**src/rtl/calc_arbiter.sv**
```systemverilog
// Round-robin arbiter that shares one Small_Calculator between NREQ requesters.
// Optional macro CALC_ARB_TIMEOUT_EN aborts an operation after TIMEOUT WAIT cycles.
module calc_arbiter #(
    parameter int NREQ    = 4,
    parameter int TIMEOUT = 15
) (
    input  logic                CLK,
    input  logic                RST,
    input  logic [NREQ-1:0]     Req,
    input  logic [2*NREQ-1:0]   Op,
    input  logic [3*NREQ-1:0]   In1,
    input  logic [3*NREQ-1:0]   In2,
    output logic [NREQ-1:0]     Ack,
    output logic [2:0]          Result,
    output logic                Err,
    output logic                Busy,
    output logic [1:0]          Gnt_Id,
    output logic                Calc_Go,
    output logic [1:0]          Calc_Op,
    output logic [2:0]          Calc_In1,
    output logic [2:0]          Calc_In2,
    input  logic                Calc_Done,
    input  logic [2:0]          Calc_Out
);

    typedef enum logic [1:0] {S_IDLE, S_WAIT, S_RELEASE} state_t;

    state_t      state_q, state_d;
    logic [1:0]  ptr_q;
    logic [1:0]  ptr_next;
    logic        win_found;
    logic [1:0]  win_id;
    logic        grant, finish, abort;
    logic        timeout_hit;
    logic        err_q;
    logic [3:0]  req_ext;
    logic [7:0]  op_ext;
    logic [11:0] in1_ext, in2_ext;
    logic [3:0]  in_base;
    logic [NREQ-1:0] ack_set;

    // Requester buses widened to four slots so selection works for any NREQ
    assign req_ext = 4'(Req);
    assign op_ext  = 8'(Op);
    assign in1_ext = 12'(In1);
    assign in2_ext = 12'(In2);
    assign in_base = 4'(win_id) * 4'd3;

    always_comb begin
        int idx;
        win_found = 1'b0;
        win_id    = 2'd0;
        idx       = 0;
        // Walk from the farthest slot back so the slot nearest Ptr wins
        for (int i = NREQ - 1; i >= 0; i--) begin
            idx = (int'(ptr_q) + i) % NREQ;
            if (req_ext[2'(idx)]) begin
                win_found = 1'b1;
                win_id    = 2'(idx);
            end
        end
    end

    assign ptr_next = (win_id == 2'(NREQ - 1)) ? 2'd0 : win_id + 2'd1;
    assign ack_set  = {{(NREQ-1){1'b0}}, 1'b1} << Gnt_Id;

`ifdef CALC_ARB_TIMEOUT_EN
    localparam logic [3:0] TO_LIM = 4'(TIMEOUT - 1);
    logic [3:0] to_cnt_q;

    // Counter value k-1 at the k-th WAIT edge, so the limit fires at edge TIMEOUT
    always_ff @(posedge CLK) begin
        if (RST)
            to_cnt_q <= 4'd0;
        else if (grant)
            to_cnt_q <= 4'd0;
        else if (state_q == S_WAIT)
            to_cnt_q <= to_cnt_q + 4'd1;
    end

    assign timeout_hit = (to_cnt_q == TO_LIM);
    assign Err         = err_q;
`else
    assign timeout_hit = 1'b0;
    assign Err         = 1'b0;
`endif

    always_comb begin
        state_d = state_q;
        grant   = 1'b0;
        finish  = 1'b0;
        abort   = 1'b0;
        case (state_q)
            S_IDLE: begin
                if (win_found) begin
                    grant   = 1'b1;
                    state_d = S_WAIT;
                end
            end
            S_WAIT: begin
                if (Calc_Done) begin
                    finish  = 1'b1;
                    state_d = S_RELEASE;
                end else if (timeout_hit) begin
                    abort   = 1'b1;
                    state_d = S_RELEASE;
                end
            end
            S_RELEASE: state_d = S_IDLE;
            default:   state_d = S_IDLE;
        endcase
    end

    always_ff @(posedge CLK) begin
        if (RST) begin
            state_q  <= S_IDLE;
            ptr_q    <= 2'd0;
            Gnt_Id   <= 2'd0;
            Calc_Go  <= 1'b0;
            Calc_Op  <= 2'd0;
            Calc_In1 <= 3'd0;
            Calc_In2 <= 3'd0;
            Ack      <= '0;
            Result   <= 3'd0;
            err_q    <= 1'b0;
        end else begin
            state_q <= state_d;
            if (grant) begin
                Calc_Op  <= op_ext[{win_id, 1'b0} +: 2];
                Calc_In1 <= in1_ext[in_base +: 3];
                Calc_In2 <= in2_ext[in_base +: 3];
                Gnt_Id   <= win_id;
                ptr_q    <= ptr_next;
                Calc_Go  <= 1'b1;
            end
            // Ack and Err are single-cycle pulses; they clear on every other edge
            if (finish || abort) begin
                Result  <= finish ? Calc_Out : 3'd0;
                Ack     <= ack_set;
                err_q   <= abort;
                Calc_Go <= 1'b0;
            end else begin
                Ack   <= '0;
                err_q <= 1'b0;
            end
        end
    end

    assign Busy = (state_q != S_IDLE);

endmodule

```
**config.mk**
```make
export PLATFORM = sky130hd
export DESIGN_NAME = calc_arbiter
export DESIGN_NICKNAME = d
export VERILOG_FILES = /design/src/rtl/calc_arbiter.sv
export SDC_FILE = /design/constraint.sdc
export NUM_CORES = 1
export LEC_CHECK = 0
export ABC_AREA = 1
export CAP_MARGIN = 20
export CORE_ASPECT_RATIO = 0.5
export CORE_MARGIN = 4
export CORE_UTILIZATION = 36
export CTS_CLUSTER_DIAMETER = 150
export DETAILED_ROUTE_END_ITERATION = 10
export HOLD_SLACK_MARGIN = 0.03
export PLACE_DENSITY = 0.81
export SETUP_SLACK_MARGIN = 0.15
export SYNTH_ARGS = -nofsm -noshare
export SYNTH_HDL_FRONTEND = slang
export SYNTH_SLANG_ARGS = --single-unit
```
**constraint.sdc**
```tcl
create_clock -name CLK -period 1.7 [get_ports CLK]
set_clock_uncertainty 0.15 [all_clocks]
set_input_delay 0.255 -clock CLK [delete_from_list [all_inputs] [get_ports CLK]]
set_output_delay 0.255 -clock CLK [all_outputs]
set_load 0.01 [all_outputs]
```
=== After elaboration in Yosys (flattened, before gate mapping) ===
Index checks and enable logic that the tools add are counted.

* Register bits after elaboration: 22
* Output and inout port bits: 20
* Logic and storage cells: 60

* Add/subtract/negate cells: 4
* Multipliers: 1
* Magnitude comparators: 4
* Eq/ne operators: 4
* Shift-type cells: 4
* Mux-type cells: 28
* Bitwise operators: 1
* Reduce and logical (&&, ||, !) cells: 5

{| class="wikitable"
|+ Operators by type and width
! operator !! number
|-
| variable part select 12 x 5 -> 3 bit || 2
|-
| < comparator 2 x 4 -> 1 bit, second input constant || 4
|-
| two-way mux 1 bit || 16
|-
| two-way mux 2 bit || 7
|-
| binary-select mux 1 bit (select 2 bit) || 4
|-
| variable part select 8 x 4 -> 2 bit || 1
|-
| adder 2 x 1 -> 2 bit, second input constant || 2
|-
| adder 2 bit, second input constant || 2
|-
| multiplier 2 x 2 -> 4 bit, second input constant || 1
|-
| != test 2 bit, second input constant || 2
|-
| one-hot mux 2 bit (2 select lines) || 1
|-
| OR reduction 2 bit || 2
|-
| left shift 1 x 2 -> 4 bit, first input constant || 1
|-
| equality test 2 x 1 -> 1 bit, second input constant || 1
|-
| equality test 2 bit, second input constant || 1
|-
| logical NOT 2 bit || 1
|-
| AND reduction 2 bit || 1
|-
| nonzero test 2 bit || 1
|-
| NOT 1 bit || 1
|}

=== Depth between registers and ports, before layout ===
* Depth in word-level cells: 10
* Mapped depth: 13
* Gate-level depth less buffers: 13

=== Least setup slack after synthesis ===
Ideal clock, no wire load.

* Path kind: register to register
* Start point: register ptr_q[0]
* End point: register Calc_Go
* Arrival: 1.422 ns
* Required time: 1.434 ns
* Slack: 0.012 ns
* Stages on the path, launching flop included: 11
* Buffers on the path: 2
* Path through: dfxtp_1 buf_6 nand2_2 nand3_1 inv_1 nor3_2 nand2_1 nand2_2 inv_2 buf_6 o211a_1

* Longest elaborated chain between the ends: 10
* Elaborated cells between the ends (all ways): 21

{| class="wikitable"
|+ Ends and longest elaborated chain
! item !! RTL line !! RTL
|-
| start, declared || 29 || <nowiki>logic [1:0] ptr_q;</nowiki>
|-
| start signal, assigned || 133 || <nowiki>ptr_q <= ptr_next;</nowiki>
|-
| adder 2 bit || 56 || <nowiki>idx = (int'(ptr_q) + i) % NREQ;</nowiki>
|-
| binary-select mux 1 bit (select 2 bit) || 57 || <nowiki>if (req_ext[2'(idx)]) begin</nowiki>
|-
| two-way mux 1 bit (not written as such) (2 in a row) || 57 ||
|-
| two-way mux 1 bit (3 in a row) || 57 ||
|-
| two-way mux 1 bit * || 57 ||
|-
| two-way mux 1 bit * || 95 || <nowiki>if (win_found) begin</nowiki>
|-
| two-way mux 1 bit * || 93 || <nowiki>case (state_q)</nowiki>
|-
| end signal, assigned || 119 || <nowiki>Calc_Go <= 1'b0;</nowiki>
|-
| end signal, assigned || 134 || <nowiki>Calc_Go <= 1'b1;</nowiki>
|-
| end signal, assigned || 141 || <nowiki>Calc_Go <= 1'b0;</nowiki>
|-
| end, declared || 18 || <nowiki>output logic Calc_Go,</nowiki>
|}

Every way passes the cells marked *; elsewhere a longest branch is shown, timed or not. The select of a mux whose other input is x is not followed.
A chain may end at the register's enable or synchronous reset.

=== Worst setup path in the final report ===
* Start point: register ptr_q[0]
* End point: register Calc_In2[2]

* Longest elaborated chain between the ends: 10
* Elaborated cells between the ends (all ways): 27

{| class="wikitable"
|+ Ends and longest elaborated chain
! item !! RTL line !! RTL
|-
| adder 2 bit || 56 ||
|-
| binary-select mux 1 bit (select 2 bit) || 57 ||
|-
| two-way mux 1 bit (not written as such) (2 in a row) || 57 ||
|-
| two-way mux 2 bit or two-way mux 1 bit (tied branches) (4 in a row) || 57 ||
|-
| multiplier 2 x 2 -> 4 bit or two-way mux 1 bit (tied branches) || 47, 95 ||
|-
| variable part select 12 x 5 -> 3 bit or two-way mux 1 bit (tied branches) || 131, 93 ||
|-
| end signal, assigned || 131 || <nowiki>Calc_In2 <= in2_ext[in_base +: 3];</nowiki>
|-
| end, declared || 21 || <nowiki>output logic [2:0] Calc_In2,</nowiki>
|}

Parallel ways exist; a longest one is shown, timed or not. The select of a mux whose other input is x is not followed.

==> out/metrics.cfg <==
[outcome]
status = complete, but fails checks
violations = negative setup slack

[power_and_ir_drop]
power_density_nw_per_um2 = 1870
peakVddDrop_mv = 0.745
p_leak_nw = 1.21

[floorplan]
initial_core_util = 0.398
fp.dieW_um = 91.9
die_area_um2 = 4590
rows = 14
coreArea_um2 = 3190
die_h_um = 50.0
io_pins = 62

[setup_path]
start_kind = flip-flop
end_kind = flip-flop
rr_worst_depth = 12
crit_start = ptr_q[0]$_SDFFE_PP0P_
rr_startpoint = ptr_q[0]$_SDFFE_PP0P_
rr_endpoint = Calc_In2[2]$_SDFFE_PP0P_
path_class = reg2reg
crit_fanout = 7
required_ns = 1.71
regToRegSetupSlack_ns = -0.14
cp.arrival_ns = 1.85

[synth]
ys_warn_count = 0
synth_largest_type_area_fraction = 0.347
synthSimpleGateAreaFrac = 0.424
synthCells = 189
ys_top_cells_by_area = dfxtp_1 35%, nand3_1 16%, nand2_1 16%
synth_compound_area_frac = 0.122
synth_top_family_by_area = simple AND/OR/NAND/NOR gates
synth_fp_nets = 231
synth_area_um2 = 1270
synth_cell_types = 22
yosysSeqAreaShare = 0.347
synth_top_cell_by_area = dfxtp_1
syn-mean-instance-area_um2 = 6.71
synthXorXnorAreaFrac = 0.00691
ys_ff_latch = 22
synthAdderAreaFrac = 0
muxShareOfSynthArea = 0

[global_route]
grt_pass1_vias = 1565
antenna_found_initial = 0
grt_first_pass_wirelength_um = 7160
track_usage = 0.192
grt_max_degree = 18
grt_overflow = 0

[hold_path]
min_path_cells = 2
worstHoldEndpoint = Result[0]$_SDFFE_PP0N_
hold_class = reg2reg
hold_path.startpoint = Result[0]$_SDFFE_PP0N_

[route]
drc = 0
postRouteAntennaNets = 0
routed_wl_um = 4870
wl_per_cell_um = 15.4
drtIter0Drc = 76
vias = 1633
vias_per_cell = 5.18
drt_pass1_iterations = 4

[finish]
n_fill_cell = 209
nets = 310
post_route_cells_drive_above_1_share = 0.292
area_growth_pct = 90.1
final_util = 0.756
diodes = 0
final_cell_mix = 40 x nand2_1, 38 x clkdlybuf4s50_1, 37 x nand3_1
layout_commonest_cell = nand2_1

[timing]
finalHoldViolations = 0
rsz0062_at_grt = yes
drv_slew = 0
fmax_mhz = 542
holdWs_ns = 0.320
setup_viol = 13
min_period_ns = 1.84
fin_crit_sh = 1.09
fin_ws_ns = -0.145

[cts]
cts_root_buffer = clkbuf_8
clock_path_buffers = 2
cts_hold_buf = 0
htree_levels = 1
cts.sinks = 22
clk_latency_ns = 0.27
cts_tree = done
clkTransAtPathRegs_ns = 0.08
cts_buffers = 3

[placement]
portBuffers = 60
dpl.hpwl_um = 2960
dp_slack_ns = -0.482
globalplace.congestion = 0.793

[job]
drv_cap = 0

per-layer routing:
layer	up-vias	part of all wire	GRT usage
li1	775	-	-
met1	786	0.39	0.211
met2	53	0.53	0.367
met3	19	0.043	0.0380
met4	0	0.032	0.0690
met5	-	0	0
layout make-up:
| class | count | area [µm²] | share of cell area |
|---|---|---|---|
| Multi-Input combinational cell | 143 | 936 | 0.388 |
| Timing Repair Buffer | 80 | 831 | 0.345 |
| Sequential cell | 22 | 449 | 0.186 |
| Inverter | 17 | 71.3 | 0.0296 |
| Tap cell | 48 | 60.1 | 0.0249 |
| Clock buffer | 4 | 55.1 | 0.0228 |
| Timing Repair inverter | 1 | 7.51 | 0.00312 |
Yosys cell counts:
| cell | number |
|---|---|
| buf_4 | 2 |
| nor2_1 | 11 |
| a21oi_1 | 11 |
| buf_2 | 1 |
| o21ai_2 | 1 |
| a21oi_2 | 3 |
| buf_6 | 3 |
| nand3_4 | 2 |
| nor3_2 | 1 |
| nand2_4 | 2 |
| nand2_1 | 53 |
| xnor2_1 | 1 |
| inv_2 | 3 |
| o21ai_1 | 2 |
| conb_1 | 1 |
| nand2_2 | 4 |
| dfxtp_1 | 22 |
| inv_1 | 14 |
| clkbuf_1 | 1 |
| nand3_1 | 41 |
| o21ai_0 | 9 |
| o211a_1 | 1 |
worst max-delay path by stage:
stage / cells after the start / endpoint / slack (ns)
floorplan: 13 / Calc_In1[1]$_SDFFE_PP0P_ / 0.05
finish: 12 / Calc_In2[2]$_SDFFE_PP0P_ / -0.14
detailed placement: 11 / ptr_q[1]$_SDFFE_PP0P_ / -0.48
global placement: 12 / ptr_q[1]$_SDFFE_PP0P_ / -0.40
CTS: 11 / Calc_In2[0]$_SDFFE_PP0P_ / -0.04
global route: 12 / Calc_In2[2]$_SDFFE_PP0P_ / -0.27
per-stage QoR:
step	total power [mW]	cells	TNS [ns]	cell area, µm²
after global placement	3.31	305	-4.85	2100
after global routing	4.83	315	-3.07	2410
after detailed placement	3.39	305	-5.70	2100
final	4.50	315	-1.37	2410
after floorplan	2.49	189	0	1350
after CTS	4.05	313	-0.273	2260
flip-flops by register name, summed over array words and instances (netlist names):
register	cells
Ack	4
Calc_In1	3
Calc_In2	3
Result	3
Calc_Op	2
Gnt_Id	2
ptr_q	2
state_q	2
Calc_Go	1
kinds of logic after synthesis:
kind of cell / count (synthesis)
other cells: 1
simple gates: 114
flops: 22
xor+xnor: 1
buf+inv: 24
compound gates: 27
power by group:
group | internal [mW] | switching (mW)
Combinational | 1.45 | 1.85
Sequential | 0.681 | 0.127
Clock | 0.207 | 0.174
critical path, cell delays in order (launching register included):
cell and delay [ns]:
dfxtp_4 0.37, buf_12 0.15, nand2_4 0.06, o21ai_4 0.06
nand2_1 0.08, nand3_1 0.12, inv_1 0.13, nand2_2 0.08
nand2_4 0.12, inv_6 0.07, buf_6 0.12, o21ai_0 0.16
a21oi_1 0.06
timing repair:
| item | CTS | global route |
|---|---|---|
| setup endpoints to repair | 24 | 27 |
| endpoints found under the hold margin | 0 | 0 |
| gates resized for setup | 44 | 30 |
| pin swaps | 11 | 6 |
| cloned | 1 | 1 |
| setup buffers | 3 | 1 |
Power figures use the tool's default switching activity.
